===== src/rtl/muldiv_pkg.sv =====
// Shared constants, state encoding and helpers for the RV32M multi-cycle multiply/divide unit.
package muldiv_pkg;

    localparam int XLEN = 32;
    localparam int ITER = 32;

    localparam logic [2:0] MUL    = 3'b000;
    localparam logic [2:0] MULH   = 3'b001;
    localparam logic [2:0] MULHSU = 3'b010;
    localparam logic [2:0] MULHU  = 3'b011;
    localparam logic [2:0] DIV    = 3'b100;
    localparam logic [2:0] DIVU   = 3'b101;
    localparam logic [2:0] REM    = 3'b110;
    localparam logic [2:0] REMU   = 3'b111;

    typedef enum logic [1:0] {
        IDLE = 2'd0,
        CALC = 2'd1,
        FIX  = 2'd2,
        DONE = 2'd3
    } state_t;

    function automatic logic [XLEN-1:0] magnitude(input logic [XLEN-1:0] v, input logic neg);
        return neg ? -v : v;
    endfunction

endpackage


===== src/rtl/muldiv_core.sv =====
// Iterative shift-add multiplier / restoring divider on unsigned magnitudes, with
// combinational sign fix-up and result selection.
module muldiv_core
    import muldiv_pkg::*;
(
    input  logic            clk,
    input  logic            rst,
    input  logic            load,
    input  logic            step,
    input  logic [2:0]      op,
    input  logic            neg_res,
    input  logic            neg_rem,
    input  logic [XLEN-1:0] a_mag,
    input  logic [XLEN-1:0] b_mag,
    output logic [XLEN-1:0] res
);

    logic [2*XLEN-1:0] prod;
    logic [XLEN-1:0]   quot;
    logic [XLEN-1:0]   rem;
    logic [XLEN-1:0]   opnd;

    logic [XLEN:0]     add_sum;
    logic [XLEN:0]     shifted;
    logic [XLEN:0]     diff;

    logic [2*XLEN-1:0] prod_fix;
    logic [XLEN-1:0]   quot_fix;
    logic [XLEN-1:0]   rem_fix;

    // A 33-bit sum keeps the carry that the right shift moves into the upper word.
    always_comb begin
        add_sum = {1'b0, prod[2*XLEN-1:XLEN]} + (prod[0] ? {1'b0, opnd} : '0);
        shifted = {rem, quot[XLEN-1]};
        diff    = shifted - {1'b0, opnd};
    end

    // NOTE: sequential state uses non-blocking assignments so every register samples pre-edge values.
    always_ff @(posedge clk or posedge rst) begin
        if (rst) begin
            prod <= '0;
            quot <= '0;
            rem  <= '0;
            opnd <= '0;
        end else if (load) begin
            prod <= {{XLEN{1'b0}}, a_mag};
            quot <= a_mag;
            rem  <= '0;
            opnd <= b_mag;
        end else if (step) begin
            if (op[2]) begin
                // The borrow bit says whether the trial subtraction went negative.
                if (!diff[XLEN]) begin
                    rem  <= diff[XLEN-1:0];
                    quot <= {quot[XLEN-2:0], 1'b1};
                end else begin
                    rem  <= shifted[XLEN-1:0];
                    quot <= {quot[XLEN-2:0], 1'b0};
                end
            end else begin
                prod <= {add_sum, prod[XLEN-1:1]};
            end
        end
    end

    always_comb begin
        prod_fix = neg_res ? -prod : prod;
        quot_fix = neg_res ? -quot : quot;
        rem_fix  = neg_rem ? -rem  : rem;
        case (op)
            MUL:                 res = prod_fix[XLEN-1:0];
            MULH, MULHSU, MULHU: res = prod_fix[2*XLEN-1:XLEN];
            DIV, DIVU:           res = quot_fix;
            default:             res = rem_fix;
        endcase
    end

endmodule


===== src/rtl/muldiv_sequencer.sv =====
// RV32M execute controller: FSM, iteration counter, special-case bypass, stall/done
// and the write-back result register around muldiv_core.
module muldiv_sequencer
    import muldiv_pkg::*;
#(
    parameter int XLEN = 32
) (
    input  logic            clk,
    input  logic            rst,
    input  logic            start,
    input  logic            flush,
    input  logic [2:0]      Funct3,
    input  logic [XLEN-1:0] A,
    input  logic [XLEN-1:0] B,
    output logic            stall,
    output logic            done,
    output logic [XLEN-1:0] result
);

    state_t          state, state_next;
    logic [5:0]      cnt;
    logic [2:0]      op;
    logic            neg_res;
    logic            neg_rem;
    logic            special;
    logic [XLEN-1:0] special_val;
    logic [XLEN-1:0] core_res;

    logic            accept;
    logic            a_signed, b_signed;
    logic            a_neg, b_neg;
    logic            div_zero, div_ovf;
    logic [XLEN-1:0] a_mag, b_mag;

    assign accept   = start && (state == IDLE || state == DONE);
    assign a_signed = (Funct3 == MULH) || (Funct3 == MULHSU) || (Funct3 == DIV) || (Funct3 == REM);
    assign b_signed = (Funct3 == MULH) || (Funct3 == DIV) || (Funct3 == REM);
    assign a_neg    = a_signed && A[XLEN-1];
    assign b_neg    = b_signed && B[XLEN-1];
    assign a_mag    = magnitude(A, a_neg);
    assign b_mag    = magnitude(B, b_neg);
    assign div_zero = Funct3[2] && (B == '0);
    assign div_ovf  = (Funct3 == DIV || Funct3 == REM) &&
                      (A == {1'b1, {(XLEN-1){1'b0}}}) && (B == '1);

    muldiv_core u_core (
        .clk     (clk),
        .rst     (rst),
        .load    (accept),
        .step    (state == CALC),
        .op      (op),
        .neg_res (neg_res),
        .neg_rem (neg_rem),
        .a_mag   (a_mag),
        .b_mag   (b_mag),
        .res     (core_res)
    );

    always_ff @(posedge clk or posedge rst) begin
        if (rst) state <= IDLE;
        else     state <= state_next;
    end

    // NOTE: every output of this block gets a default first, so no path can infer a latch.
    always_comb begin
        state_next = state;
        stall      = 1'b0;
        done       = 1'b0;
        case (state)
            IDLE, DONE: begin
                stall = start;
                done  = (state == DONE);
                if (start) state_next = (div_zero || div_ovf) ? FIX : CALC;
                else       state_next = IDLE;
            end
            CALC: begin
                stall = 1'b1;
                if (flush)                   state_next = IDLE;
                else if (cnt == 6'(ITER-1)) state_next = FIX;
            end
            FIX: begin
                stall      = 1'b1;
                state_next = flush ? IDLE : DONE;
            end
            default: state_next = IDLE;
        endcase
    end

    always_ff @(posedge clk or posedge rst) begin
        if (rst) begin
            cnt         <= '0;
            op          <= '0;
            neg_res     <= 1'b0;
            neg_rem     <= 1'b0;
            special     <= 1'b0;
            special_val <= '0;
            result      <= '0;
        end else begin
            if (accept) begin
                cnt         <= '0;
                op          <= Funct3;
                neg_res     <= a_neg ^ b_neg;
                neg_rem     <= a_neg;
                special     <= div_zero || div_ovf;
                // Divide-by-zero: all ones or the dividend; overflow: the dividend or zero.
                special_val <= div_zero ? (Funct3[1] ? A : '1) : (Funct3[1] ? '0 : A);
            end else if (state == CALC) begin
                cnt <= cnt + 6'd1;
            end
            if (state == FIX && !flush)
                result <= special ? special_val : core_res;
        end
    end

endmodule


===== config.mk =====
export PLATFORM = sky130hd
export DESIGN_NAME = muldiv_sequencer
export DESIGN_NICKNAME = d
export VERILOG_FILES = /design/src/rtl/muldiv_pkg.sv /design/src/rtl/muldiv_core.sv /design/src/rtl/muldiv_sequencer.sv
export SDC_FILE = /design/constraint.sdc
export NUM_CORES = 1
export LEC_CHECK = 0
export CAP_MARGIN = 20
export CORE_MARGIN = 10
export CORE_UTILIZATION = 60
export CTS_BUF_LIST = sky130_fd_sc_hd__clkbuf_8 sky130_fd_sc_hd__clkbuf_16
export CTS_CLUSTER_DIAMETER = 100
export DETAILED_ROUTE_END_ITERATION = 16
export PLACE_DENSITY = 0.8
export REMOVE_ABC_BUFFERS = 1
export SLEW_MARGIN = 10
export SYNTH_ARGS = -nofsm -noshare
export SYNTH_HDL_FRONTEND = slang
export SYNTH_SLANG_ARGS = --single-unit

===== constraint.sdc =====
create_clock -name clk -period 9.13 [get_ports clk]
set_clock_uncertainty 0.15 [all_clocks]
set_input_delay 0.913 -clock clk [delete_from_list [all_inputs] [get_ports clk]]
set_output_delay 0.913 -clock clk [all_outputs]
set_load 0.1 [all_outputs]

==> impl_metrics.py <==
metrics = {
    "clock_network": {
        "clk_pin_slew_ns": 0.06,
        "tritoncts": "yes",
        "cts.sinks": 238,
        "cts_root_buf": "clkbuf_16",
        "clock_path_buffers": 3,
        "ctsHoldBuffers": 0,
        "htreeDepth": 1,
        "post_cts_resize_count": 0,
        "insertion_delay_ns": 0.56,
        "cts_setup_buffers": 0,
        "cts_buffers": 28,
    },
    "synth": {
        "synth_common_cells": "nand2_1, o21ai_0, dfrtp_1",
        "synth-seq-cells": 238,
        "synthDistinctLibCells": 78,
        "synthCells": 2364,
        "synth.cell_area_um2": 18400,
        "ys_seq_area_share_pct": 32.4,
        "async_flop_share_pct": 100,
        "synth_top_area_cell": "dfrtp_1",
        "synth_ff_type": "dfrtp_1",
        "yosysWarnings": 0,
        "synth_edf_count": 0,
        "synth_top_area_share_pct": 32.4,
        "post-synth-top-count-cell": "nand2_1",
        "yosys-top-cells-area": "dfrtp_1, nand2_1, o21ai_0, xor2_1, xnor2_1",
        "avgSynthCellArea_um2": 7.77,
    },
    "layout": {
        "diodes": 0,
        "area_growth_pct": 12.2,
        "fillers": 2478,
        "regArea_um2": 5960,
        "nets": 2533,
        "multi_input_area_um2": 11600,
        "drive_gt1_share_pct": 4.86,
    },
    "global_routing": {
        "grt_pass1_vias": 17486,
        "grt-ovfl-total": 0,
        "grt_max_degree": 140,
        "grt_use_total_pct": 29.9,
        "grt_pass1_wl_um": 95100,
        "antenna_found_initial": 1,
    },
    "setup_path": {
        "worstPathCellList": "inv_1, ha_1, or3b_2, nor4_1, nand4_1, or3_1, nand2b_4, o31ai_1, xnor2_1, a21oi_1, a21oi_1",
        "cp.arrival_ns": 4.75,
        "reg2reg_slack_ns": 4.65,
        "cp-end-kind": "flip-flop",
        "r2r_cells": 11,
        "cp_common_cell": "a21oi_1",
        "cp.required_ns": 9.39,
        "slowest_delay_ns": 0.73,
        "reg2reg_to": "result[20]$_DFFE_PP0P_",
        "r2r-start": "u_core.prod[0]$_DFFE_PP0P_",
        "crit_slowest_cell": "inv_1",
        "worst-setup-path-type": "reg -> reg",
        "crit_fanout": 31,
        "crit_path_start_kind": "flip-flop",
    },
    "floorplanning": {
        "initial_core_util_pct": 61.3,
        "die-height_um": 195,
        "core_area_um2": 30000,
        "io_pins": 105,
        "rows": 63,
        "die-width_um": 195,
        "fp.dieArea_um2": 38000,
    },
    "pwr": {
        "pwr-share-comb_pct": 60.6,
        "swShare_pct": 52.1,
        "switchingPower_uw": 4610,
        "p_clk_share_pct": 14.0,
        "p_int_uw": 4240,
        "p_leak_uw": 0.00894,
        "finalPower_uw": 8850,
        "p_per_area_nw_per_um2": 429,
        "ir_worst_vdd_mv": 0.265,
        "p_seq_share_pct": 25.3,
    },
    "timing": {
        "hold_violations": 0,
        "fin_setup_tns_ns": 0,
        "max_freq_mhz": 223,
        "setup_viol": 0,
        "rsz0062_at_grt": "no",
        "maxSlewHeadroom_pct": 27.8,
        "slew_violations": 0,
        "tightest_slew_ns": 1.08,
        "finalCritPeriodShare_pct": 49.1,
        "post-route-min-period_ns": 4.48,
    },
    "placed_design": {
        "place_congestion": 0.988,
        "portBuffers": 104,
        "dp_hpwl_um": 41900,
    },
    "run_status": {
        "status": "complete, no violations",
    },
    "hold_path": {
        "holdPathStages": 2,
        "hold_path_end": "u_core.opnd[11]$_DFFE_PP0P_",
        "hp-class": "reg -> reg",
        "min-delay-start": "u_core.opnd[11]$_DFFE_PP0P_",
    },
    "detailed_routing": {
        "drt_iter0_markers": 1987,
        "drc_errors": 0,
        "via_per_inst": 6.52,
        "firstDrtPassIters": 8,
        "ant_nets": 0,
        "wl_um": 59000,
        "vias": 18247,
        "post_drt_wl_per_cell_um": 21.1,
    },
    "run": {
        "cap_violations": 0,
    },
}
-- sequential cells by signal, indices dropped and copies added (netlist names) --
| signal | flops |
|---|---|
| u_core.prod | 64 |
| state | 2 |
| u_core.rem | 32 |
| special_val | 32 |
| op | 3 |
| special | 1 |
| neg_rem | 1 |
| neg_res | 1 |
| cnt | 6 |
| u_core.opnd | 32 |
| u_core.quot | 32 |
| result | 32 |
-- power by group through the flow --
stage	clock network [µW]	registers, µW	logic (µW)
global placement	0	2190	5130
CTS	1250	2200	5290
finish	1240	2240	5360
global route	1290	2300	5880
detailed placement	0	2210	5250
floorplan	0	2530	3510
-- cells in the final DEF (no fill, tap or decap), types with 6 or more instances in the layout --
master and instances:
a21boi_0 6, dfrtp_1 237, o21ai_1 16, nor4_1 19, nor3_1 31, clkbuf_8 10
a221oi_1 6, a21oi_1 162, buf_4 22, xnor2_1 111, nor2b_1 11, o21ai_0 267
or2_2 16, o21a_1 7, a311oi_1 7, a31oi_1 75, xor2_1 116, or3_1 38
or4_1 18, mux2i_1 34, nand2_1 437, and3_1 7, nand3_1 23, and2_1 7
o21bai_1 6, a211oi_1 26, clkbuf_16 29, o31ai_1 50, a21o_1 34, o211ai_1 9
nor2_1 157, inv_1 79, o221ai_1 10, o22ai_1 16, clkdlybuf4s50_1 104, nand2b_1 15
nand4_1 18, o41ai_1 20, ha_1 74
-- cell type report --
| type | instances | share of cell area, % |
|---|---|---|
| inverter | 77 | 1.44 |
| clock inverter | 13 | 0.814 |
| multi-input combinational | 1915 | 56.4 |
| tap | 390 | 2.37 |
| timing repair buffer | 126 | 5.85 |
| clock buffer | 39 | 4.19 |
| sequential | 238 | 28.9 |
-- cells by family (layout without fill, tap and decap cells) --
logic type / after synthesis / in the layout / share of synthesized area (%)
flops: 238 / 238 / 32.4
xor+xnor: 227 / 227 / 10.8
mux: 37 / 37 / 2.04
buf+inv: 211 / 255 / 4.41
compound gates: 747 / 747 / 24.6
simple gates: 826 / 826 / 20.4
fa+ha+maj: 78 / 78 / 5.37
-- through the flow --
step / utilization [%] / worst slack (ns) / instance area [µm²] / hold slack [ns] / std cells
2_1_floorplan: - / 1.54 / 17800 / 0.294 / 2230
3_3_place_gp: 65.4 / 4.58 / 19600 / 0.308 / 2746
3_5_place_dp: 65.4 / 4.48 / 19600 / 0.315 / 2746
4_1_cts: 68.8 / 4.68 / 20600 / 0.329 / 2798
5_1_grt: 68.8 / 4.30 / 20600 / 0.355 / 2798
6_report: 68.8 / 4.65 / 20600 / 0.327 / 2798
-- how the worst max path moves through the flow --
stage	slack, ns	to	cells after the start	startpoint
6_report	4.65	result[20]$_DFFE_PP0P_	11	u_core.prod[0]$_DFFE_PP0P_
5_1_grt	4.30	u_core.prod[62]$_DFFE_PP0P_	13	u_core.prod[0]$_DFFE_PP0P_
4_1_cts	4.68	result[20]$_DFFE_PP0P_	11	u_core.prod[0]$_DFFE_PP0P_
3_5_place_dp	4.48	u_core.quot[29]$_DFFE_PP0P_	11	A[6]
3_3_place_gp	4.58	u_core.prod[29]$_DFFE_PP0P_	11	A[6]
2_1_floorplan	1.54	cnt[0]$_DFFE_PP0P_	1	rst
-- per-layer routing --
metal	up-vias	global-route usage (%)	routed length, µm
met5	-	0	0
met4	0	9.50	1600
met3	126	5.28	5780
met2	967	47.8	27000
met1	8692	40.3	24600
li1	8462	-	-
-- critical path: cells and delay by family, from the launching register on --
| kind | cells | cell delay, ns |
|---|---|---|
| buf+inv | 1 | 0.73 |
| compound gates | 3 | 0.49 |
| xor+xnor | 1 | 0.10 |
| flops | 1 | 0.44 |
| fa+ha+maj | 1 | 0.28 |
| simple gates | 5 | 2.14 |
Note: power is estimated with default switching activity, not from simulation.
